<file path="src/rtl/csr_pkg.sv">
// Shared CSR addresses, masks, response codes and responder states for the
// machine-mode CSR file.
package csr_pkg;

   localparam logic [11:0] CSR_MSTATUS   = 12'h300;
   localparam logic [11:0] CSR_MIE       = 12'h304;
   localparam logic [11:0] CSR_MTVEC     = 12'h305;
   localparam logic [11:0] CSR_MSCRATCH  = 12'h340;
   localparam logic [11:0] CSR_MEPC      = 12'h341;
   localparam logic [11:0] CSR_MCAUSE    = 12'h342;
   localparam logic [11:0] CSR_MTVAL     = 12'h343;
   localparam logic [11:0] CSR_MCYCLE    = 12'hB00;
   localparam logic [11:0] CSR_MINSTRET  = 12'hB02;
   localparam logic [11:0] CSR_MCYCLEH   = 12'hB80;
   localparam logic [11:0] CSR_MINSTRETH = 12'hB82;
   localparam logic [11:0] CSR_CYCLE     = 12'hC00;
   localparam logic [11:0] CSR_INSTRET   = 12'hC02;
   localparam logic [11:0] CSR_CYCLEH    = 12'hC80;
   localparam logic [11:0] CSR_INSTRETH  = 12'hC82;
   localparam logic [11:0] CSR_MHARTID   = 12'hF14;

   localparam logic [2:0]  BRESP_OK      = 3'd0;

   localparam logic [31:0] MEPC_MASK     = 32'hFFFF_FFFC;
   localparam logic [31:0] MTVEC_MASK    = 32'hFFFF_FFFD;

   typedef enum logic {IDLE = 1'b0, RESP = 1'b1} resp_state_e;

   // Read-only space (addr[11:10] == 2'b11) never appears in this list.
   function automatic logic csr_writable(input logic [11:0] a);
      case (a)
         CSR_MSTATUS, CSR_MIE, CSR_MTVEC, CSR_MSCRATCH, CSR_MEPC, CSR_MCAUSE,
         CSR_MTVAL, CSR_MCYCLE, CSR_MCYCLEH, CSR_MINSTRET, CSR_MINSTRETH:
            return 1'b1;
         default: return 1'b0;
      endcase
   endfunction

endpackage

</file>
<file path="src/rtl/csr_counter64.sv">
// 64-bit wrapping event counter with independently writable 32-bit halves.
// A write to either half takes priority over the increment in that cycle.
module csr_counter64 (
   input  logic        clk,
   input  logic        reset,
   input  logic        inc,
   input  logic        wr_lo,
   input  logic        wr_hi,
   input  logic [31:0] wdata,
   output logic [63:0] value
);

   logic [63:0] r_value;

   always_ff @(posedge clk) begin
      if (reset)      r_value <= '0;
      else if (wr_lo) r_value[31:0]  <= wdata;
      else if (wr_hi) r_value[63:32] <= wdata;
      else if (inc)   r_value <= r_value + 64'd1;
   end

   assign value = r_value;

endmodule

</file>
<file path="src/rtl/csr_file.sv">
// Machine-mode CSR storage: write-bus responder, combinational read port,
// trap-state capture and the cycle/instret counters.
module csr_file
   import csr_pkg::*;
#(
   parameter logic [31:0] HART_ID   = 32'd0,
   parameter logic [2:0]  BRESP_ERR = 3'd2
) (
   input  logic        clk,
   input  logic        reset,
   input  logic [11:0] csrbus_waddr,
   input  logic [31:0] csrbus_wdata,
   input  logic        csrbus_wvalid,
   output logic        csrbus_wready,
   output logic [2:0]  csrbus_bresp,
   output logic        csrbus_bvalid,
   input  logic        csrbus_bready,
   input  logic [11:0] csr_raddr,
   output logic [31:0] csr_rdata,
   output logic        csr_rvalid,
   input  logic        commit_valid,
   input  logic        exception_valid,
   input  logic [5:0]  exception_num,
   input  logic [31:0] exception_val,
   input  logic [31:0] exception_pc,
   output logic [31:0] mtvec_out,
   output logic [31:0] mepc_out
);

   resp_state_e r_state;
   logic        r_wready;
   logic        r_bvalid;
   logic [2:0]  r_bresp;

   logic [31:0] r_mstatus, r_mie, r_mtvec, r_mscratch, r_mepc, r_mcause, r_mtval;
   logic [63:0] w_mcycle, w_minstret;

   logic w_accept, w_legal, w_wr;

   assign w_accept = (r_state == IDLE) && csrbus_wvalid;
   assign w_legal  = csr_writable(csrbus_waddr);
   assign w_wr     = w_accept && w_legal;

   always_ff @(posedge clk) begin
      if (reset) begin
         r_state  <= IDLE;
         r_wready <= 1'b1;
         r_bvalid <= 1'b0;
         r_bresp  <= BRESP_OK;
      end else begin
         unique case (r_state)
            IDLE: if (csrbus_wvalid) begin
               r_state  <= RESP;
               r_wready <= 1'b0;
               r_bvalid <= 1'b1;
               r_bresp  <= w_legal ? BRESP_OK : BRESP_ERR;
            end
            RESP: if (csrbus_bready) begin
               r_state  <= IDLE;
               r_wready <= 1'b1;
               r_bvalid <= 1'b0;
            end
         endcase
      end
   end

   assign csrbus_wready = r_wready;
   assign csrbus_bvalid = r_bvalid;
   assign csrbus_bresp  = r_bresp;

   always_ff @(posedge clk) begin
      if (reset) begin
         r_mstatus  <= '0;
         r_mie      <= '0;
         r_mtvec    <= '0;
         r_mscratch <= '0;
         r_mepc     <= '0;
         r_mcause   <= '0;
         r_mtval    <= '0;
      end else begin
         if (w_wr) begin
            case (csrbus_waddr)
               CSR_MSTATUS:  r_mstatus  <= csrbus_wdata;
               CSR_MIE:      r_mie      <= csrbus_wdata;
               CSR_MTVEC:    r_mtvec    <= csrbus_wdata & MTVEC_MASK;
               CSR_MSCRATCH: r_mscratch <= csrbus_wdata;
               CSR_MEPC:     r_mepc     <= csrbus_wdata & MEPC_MASK;
               CSR_MCAUSE:   r_mcause   <= {26'b0, csrbus_wdata[5:0]};
               CSR_MTVAL:    r_mtval    <= csrbus_wdata;
               default: ;
            endcase
         end
         // Later assignments win: a committed trap overrides a same-cycle bus write.
         if (exception_valid) begin
            r_mepc   <= exception_pc & MEPC_MASK;
            r_mcause <= {26'b0, exception_num};
            r_mtval  <= exception_val;
         end
      end
   end

   csr_counter64 u_mcycle (
      .clk   (clk),
      .reset (reset),
      .inc   (1'b1),
      .wr_lo (w_wr && csrbus_waddr == CSR_MCYCLE),
      .wr_hi (w_wr && csrbus_waddr == CSR_MCYCLEH),
      .wdata (csrbus_wdata),
      .value (w_mcycle)
   );

   csr_counter64 u_minstret (
      .clk   (clk),
      .reset (reset),
      .inc   (commit_valid),
      .wr_lo (w_wr && csrbus_waddr == CSR_MINSTRET),
      .wr_hi (w_wr && csrbus_waddr == CSR_MINSTRETH),
      .wdata (csrbus_wdata),
      .value (w_minstret)
   );

   always_comb begin
      csr_rdata  = '0;
      csr_rvalid = 1'b1;
      case (csr_raddr)
         CSR_MSTATUS:                csr_rdata = r_mstatus;
         CSR_MIE:                    csr_rdata = r_mie;
         CSR_MTVEC:                  csr_rdata = r_mtvec;
         CSR_MSCRATCH:               csr_rdata = r_mscratch;
         CSR_MEPC:                   csr_rdata = r_mepc;
         CSR_MCAUSE:                 csr_rdata = r_mcause;
         CSR_MTVAL:                  csr_rdata = r_mtval;
         CSR_MCYCLE,   CSR_CYCLE:    csr_rdata = w_mcycle[31:0];
         CSR_MCYCLEH,  CSR_CYCLEH:   csr_rdata = w_mcycle[63:32];
         CSR_MINSTRET, CSR_INSTRET:  csr_rdata = w_minstret[31:0];
         CSR_MINSTRETH, CSR_INSTRETH: csr_rdata = w_minstret[63:32];
         CSR_MHARTID:                csr_rdata = HART_ID;
         default:                    csr_rvalid = 1'b0;
      endcase
   end

   assign mtvec_out = r_mtvec;
   assign mepc_out  = r_mepc;

endmodule

</file>
<file path="config.mk">
export PLATFORM = sky130hd
export DESIGN_NAME = csr_file
export DESIGN_NICKNAME = d
export VERILOG_FILES = /design/src/rtl/csr_pkg.sv /design/src/rtl/csr_counter64.sv /design/src/rtl/csr_file.sv
export SDC_FILE = /design/constraint.sdc
export NUM_CORES = 1
export LEC_CHECK = 0
export ABC_AREA = 1
export CAP_MARGIN = 10
export CORE_ASPECT_RATIO = 1.75
export CORE_MARGIN = 2
export CORE_UTILIZATION = 55
export CTS_CLUSTER_DIAMETER = 200
export DETAILED_ROUTE_END_ITERATION = 12
export PLACE_DENSITY = 0.88
export SETUP_SLACK_MARGIN = 0.1
export SKIP_LAST_GASP = 1
export SLEW_MARGIN = 20
export SYNTH_ARGS = -nofsm -noshare
export SYNTH_HDL_FRONTEND = slang
export SYNTH_HIERARCHICAL = 1
export SYNTH_SLANG_ARGS = --single-unit
</file>
<file path="constraint.sdc">
create_clock -name clk -period 3.1 [get_ports clk]
set_clock_uncertainty 0.05 [all_clocks]
set_input_delay 0.31 -clock clk [delete_from_list [all_inputs] [get_ports clk]]
set_output_delay 0.31 -clock clk [all_outputs]
set_load 0.03 [all_outputs]
</file>
# --- Word-level counts from Yosys, hierarchy flattened ---
# Index checks and enable logic that the tools add are counted.
classes:
  addsub: 2
  mul: 0
  n_div: 0
  order_cmp: 0
  n_eq_ne: 31
  shift: 0
  muxes: 29
  bitwise_logic: 2
  n_reduce_logical: 29
op_table:
  columns: ["cell", "count"]
  rows:
  - ["two-way mux 32 bit", 12]
  - ["one-hot mux 32 bit (11 select lines)", 1]
  - ["equality test 12 x 10 -> 1 bit (second input constant)", 14]
  - ["equality test 12 bit (second input constant)", 13]
  - ["adder 64 x 1 -> 64 bit (second input constant)", 2]
  - ["two-way mux 64 bit", 1]
  - ["AND reduction 2 bit", 11]
  - ["two-way mux 6 bit", 3]
  - ["OR reduction 16 bit", 1]
  - ["nonzero test 2 bit", 6]
  - ["OR reduction 11 bit", 1]
  - ["two-way mux 1 bit", 8]
  - ["OR reduction 2 bit", 4]
  - ["logical AND 1 bit", 6]
  - ["one-hot mux 1 bit (2 select lines)", 3]
  - ["inequality test 2 x 1 -> 1 bit (second input constant)", 2]
  - ["inequality test 2 bit (second input constant)", 2]
  - ["two-way mux 2 bit", 1]
  - ["NOT 1 bit", 2]
totals:
  ff_bits: 329
  latch_bits: 0
  ramBits: 0
  romBits: 0
  in_bits: 132
  output_inout_bits: 102
  word_cells: 108
  memories: 0

# --- Logic depth before layout (Yosys ltp) ---
logic_depth:
  word_depth: 7
  depth_mapped: 20
  ltp_nobuf: 18

# --- Cells and area by module ---
# Netlist, hierarchy kept.
by_module_without_submodules:
  columns: ["mod", "n_inst", "cells_per_inst", "area_each_um2", "seq_area_each_um2"]
  rows:
  - ["csr_file", 1, 1646, 10488.8, 3983.8]
  - ["csr_counter64", 2, 865, 4875.9, 1281.2]

# --- Worst setup path after synthesis ---
# OpenSTA, ideal clock, no wires.
synth_path:
  kind: "input to register"
  start: "in csrbus_waddr[9]"
  end: "reg u_minstret.r_value[6] (netlist: u_minstret/value[6])"
  setup_ps: 116
  t_arrival_ps: 2356
  required_ps: 2934
  path_slack_ps: 578
  cell_stages: 20
  path_buffers: 2
  path_cell_list: "nand2_1 inv_1 nand2_1 nor2_2 nand2_2 nand2_1 nor2_1 nand3_2 nand2_4 buf_1 nor2_1 buf_2 inv_2 nand2_2 inv_1 nand3_1 a21oi_1 o21ai_0 o211ai_1 inv_1"
synth_via:
  elab_chain_cells: 7
  word_cells_on_any_way: 20
  cone_classes: "eq/ne: 12; mux: 2; reduce/logical: 6"
synth_lines:
  columns: ["element", "line", "source"]
  rows:
  - ["start: declaration", "csr_file.sv:11", "input logic [11:0] csrbus_waddr,"]
  - ["equality test 12 bit (tied with other cells)", "csr_pkg.sv:31", "case (a)"]
  - ["OR reduction 11 bit", "csr_pkg.sv:31", null]
  - ["two-way mux 1 bit", "csr_pkg.sv:31", null]
  - ["logical AND 1 bit", "csr_file.sv:42", "assign w_wr = w_accept && w_legal;"]
  - ["logical AND 1 bit (on tied branches)", "csr_file.sv:117, csr_file.sv:116", null]
  - ["inequality test 2 x 1 -> 1 bit (no source line) / nonzero test 2 bit (equally long branches)", null, null]
  - ["AND reduction 2 bit (no source line)", null, null]
  - ["end signal: assignment", "csr_counter64.sv:17", "else if (wr_lo) r_value[31:0] <= wdata;"]
  - ["end signal: assignment", "csr_counter64.sv:19", "else if (inc) r_value <= r_value + 64'd1;"]
  - ["end: declaration", "csr_counter64.sv:13", "logic [63:0] r_value;"]
# Parallel ways exist; a longest one is shown, timed or not.
# A chain may end at the register's enable or synchronous reset.

# --- Final worst setup path ---
layout_path:
  start: "reg u_mcycle.r_value[14] (netlist: u_mcycle/value[14])"
  end: "reg u_mcycle.r_value[35] (netlist: u_mcycle/value[35])"
layout_via:
  elab_chain_cells: 2
layout_lines:
  columns: ["element", "line", "source"]
  rows:
  - ["start: declaration", "csr_counter64.sv:13", null]
  - ["start signal: assignment", "csr_counter64.sv:17", null]
  - ["start signal: assignment", "csr_counter64.sv:19", null]
  - ["adder 64 x 1 -> 64 bit", "csr_counter64.sv:19", null]
  - ["two-way mux 32 bit", "csr_counter64.sv:18", "else if (wr_hi) r_value[63:32] <= wdata;"]
# Every way passes these cells.

==> run_results.csv <==
group,metric,value,unit
run_status,status,"complete, but fails checks",
run_status,violations,"negative setup slack",
timing,hold_viol_final,0,
logic_synthesis,ys_seq_elements,327,
grt,met1_usage,0.4983,
timing,tns,-4.626,ps
clocking,clkLatencyLatePin,620,ps
logic_synthesis,ys_async_sr_fraction,0,
worst_setup_path,reg2reg_depth,10,
power_and_ir_drop,total_power,9.205,mW
worst_setup_path,worstSetupStartpointType,"flop",
timing,slew_violations,0,
floorplan,die-area,38410,sq um
clocking,path_clk_slew,80,ps
grt,grt_max_degree,101,
worst_setup_path,required,3600,ps
clocking,cts_sinks,327,
timing,finalSetupViolCount,1,
grt,grtUsageMet3,0.1463,
grt,grtUsageMet2,0.7509,
finish,stdcell_count,4072,
worst_hold_path,hp-class,"in2reg",
grt,grt_busiest_layer,"met2",
detailed_routing,drc,0,
placed_design,place_ws,-73.57,ps
logic_synthesis,synth.avg_cell_area,5.995,sq um
detailed_routing,antenna_left,0,
clocking,clk_path_buf_depth,3,
logic_synthesis,synth.distinct_cells,40,
floorplan,initial_utilization,0.5540,
placed_design,hpwl,66020,microns
worst_setup_path,endpoint,"u_mcycle/value[35]$_SDFFE_PP0P_",
timing,worstMarginPinSlew,1145,ps
floorplan,die_w,149.0,microns
detailed_routing,drt-initial-drc-count,2830,
clocking,hold_buffers,0,
detailed_routing,post_drt_wl_per_cell,22.55,microns
detailed_routing,via_per_inst,6.083,
worst_setup_path,arrival,3600,ps
worst_setup_path,reg2reg_from,"u_mcycle/value[14]$_SDFFE_PP0P_",
logic_synthesis,synth_top_area_frac,0.3234,
clocking,post_cts_buffers,0,
clocking,cts_tree,"done",
placed_design,place.port_buffers,226,
floorplan,die_y,257.8,microns
clocking,ctsHtreeMaxLevel,1,
grt,grt.total_usage,0.4690,
logic_synthesis,synth-seq-area-share,0.3234,
logic_synthesis,synth-main-ff-cell,"dfxtp_1",
detailed_routing,firstDrtPassIters,7,
worst_setup_path,worst_setup_path_end_kind,"flop",
worst_setup_path,path_max_fanout,7,
timing,fin_crit_sh,1.001,
grt,grt_pass1_wl,136100,microns
placed_design,gp_congestion,1.074,
floorplan,core_area,36540,sq um
floorplan,io-pin-count,234,
flow_run,drv_cap,0,
power_and_ir_drop,irDropWorstVdd,0.4631,mV
worst_hold_path,min_from,"reset",
worst_setup_path,regToRegSetupSlack,-5,ps
logic_synthesis,synthCells,3376,
grt,grt_overflow,0,
timing,rsz0062_at_grt,"yes",
finish,final_nets,3704,
timing,min_period,3105,ps
power_and_ir_drop,leakage,9.936,nW
worst_setup_path,r2r-end,"u_mcycle/value[35]$_SDFFE_PP0P_",
detailed_routing,vias,24770,
finish,drive_gt1_frac,0.09154,
power_and_ir_drop,powerDensity,372.1,nW/um^2
floorplan,rows,93,
logic_synthesis,yosys_warnings,6,
logic_synthesis,post-synth-top-count-cell,"nand2_1",
finish,postLayoutCoreUtil,0.6770,
detailed_routing,routed_wl,91810,microns
grt,antenna_found_initial,5,
logic_synthesis,synth_commonest_cells,"nand2_1 (1,034), nor2_1 (697), dfxtp_1 (327), inv_1 (213), nand3_1 (212)",
finish,area_delta_synth_final,22.20,%
timing,postLayoutSetupSlackWorst,-4.626,ps
worst_setup_path,startpoint,"u_mcycle/value[14]$_SDFFE_PP0P_",
placed_design,dp_cells,4012,
logic_synthesis,synth_edf_count,0,
logic_synthesis,ys_top_cells_by_area,"dfxtp_1 (32%), nand2_1 (19%), nor2_1 (13%)",
timing,maxClockFrequency,322.1,MHz
logic_synthesis,syn_area,20240,sq um
clocking,cts_resized,0,
clocking,cts_root_buffer,"clkbuf_16",
worst_setup_path,crit_type,"reg2reg",
grt,grt_pass1_vias,23130,
clocking,cts_buffers,31,
timing,maxSlewHeadroom,0.2338,
logic_synthesis,synth_top_cell_by_area,"dfxtp_1",
[power breakdown]
group / internal, mW / switching, mW / leakage [nW] / total [mW]
Clock: 2.14 / 1.89 / 0.491 / 4.03
Combinational: 0.317 / 0.544 / 6.80 / 0.861
Sequential: 4.26 / 0.0539 / 2.65 / 4.31
[routing by layer]
metal,routed length [microns],vias up
li1,-,11280
met1,29140,11180
met2,41560,1770
met3,11530,542
met4,9498,6
met5,86,-
[per-stage QoR]
stage / cell area [sq um] / hold slack [ps]
6_report: 24740 / 52.76
3_5_place_dp: 23660 / 405.7
4_1_cts: 24690 / 40.40
5_1_grt: 24730 / 72.33
2_1_floorplan: 20260 / 389.3
3_3_place_gp: 23660 / 388.8
[flip-flops by register name (all words and copies together), names as in the netlist]
register,count
mepc_out,30
r_mcause,6
r_mtval,32
r_mie,32
csrbus_wready,1
u_mcycle/value,64
csrbus_bresp,1
r_mstatus,32
u_minstret/value,64
r_state,1
mtvec_out,31
r_mscratch,32
csrbus_bvalid,1
[how the worst min path moves through the flow]
stage                                            end  slack [ps]  depth (start not counted)
final                        r_mtval[0]$_SDFFE_PP0P_          50                          2
after global routing        mepc_out[2]$_SDFFE_PP0P_          70                          2
after CTS                  mepc_out[11]$_SDFFE_PP0P_          40                          2
after detailed placement  csrbus_wready$_SDFFE_PP1P_         410                          2
after global placement    csrbus_wready$_SDFFE_PP1P_         390                          2
after floorplan                   r_state$_SDFF_PP0_         390                          2
[layout make-up]
type	instances	area [sq um]
Clock buffer	36	804.5
Inverter	224	845.8
Timing Repair Buffer	323	3480
Fill cell	3343	11800
Antenna cell	3	7.507
Sequential cell	327	6546
Tap cell	475	594.3
Clock inverter	21	229.0
Multi-Input combinational cell	2663	12230
[cell families after synthesis]
kind of cell,count (synthesis),synth area share
compound gates,505,0.1511
xor+xnor,22,0.009520
fa+ha+maj,2,0.001236
buf+inv,391,0.07659
flops,327,0.3234
other cells,2,0.0003710
simple gates,2127,0.4377
[critical path, cell delays in order (launching register included)]
cell     delay [ps]
dfxtp_1         480
nand2_1         240
nor2_1          770
nand2_2         190
nor2_8          250
nand3_1         390
nor2_1          200
nor2_1           50
nand2_1         190
nand2_1          90
a21oi_1         120
[layout by cell type (no fill, tap or decap), types with 49 or more instances in the layout]
| cell type | instances |
|---|---|
| nand3_1 | 211 |
| dfxtp_1 | 327 |
| nor2_1 | 688 |
| a22o_1 | 49 |
| clkdlybuf4s50_1 | 191 |
| o21ai_0 | 147 |
| buf_4 | 84 |
| nand2_1 | 1034 |
| inv_1 | 211 |
| a21oi_1 | 170 |
Power figures use the tool's default switching activity.
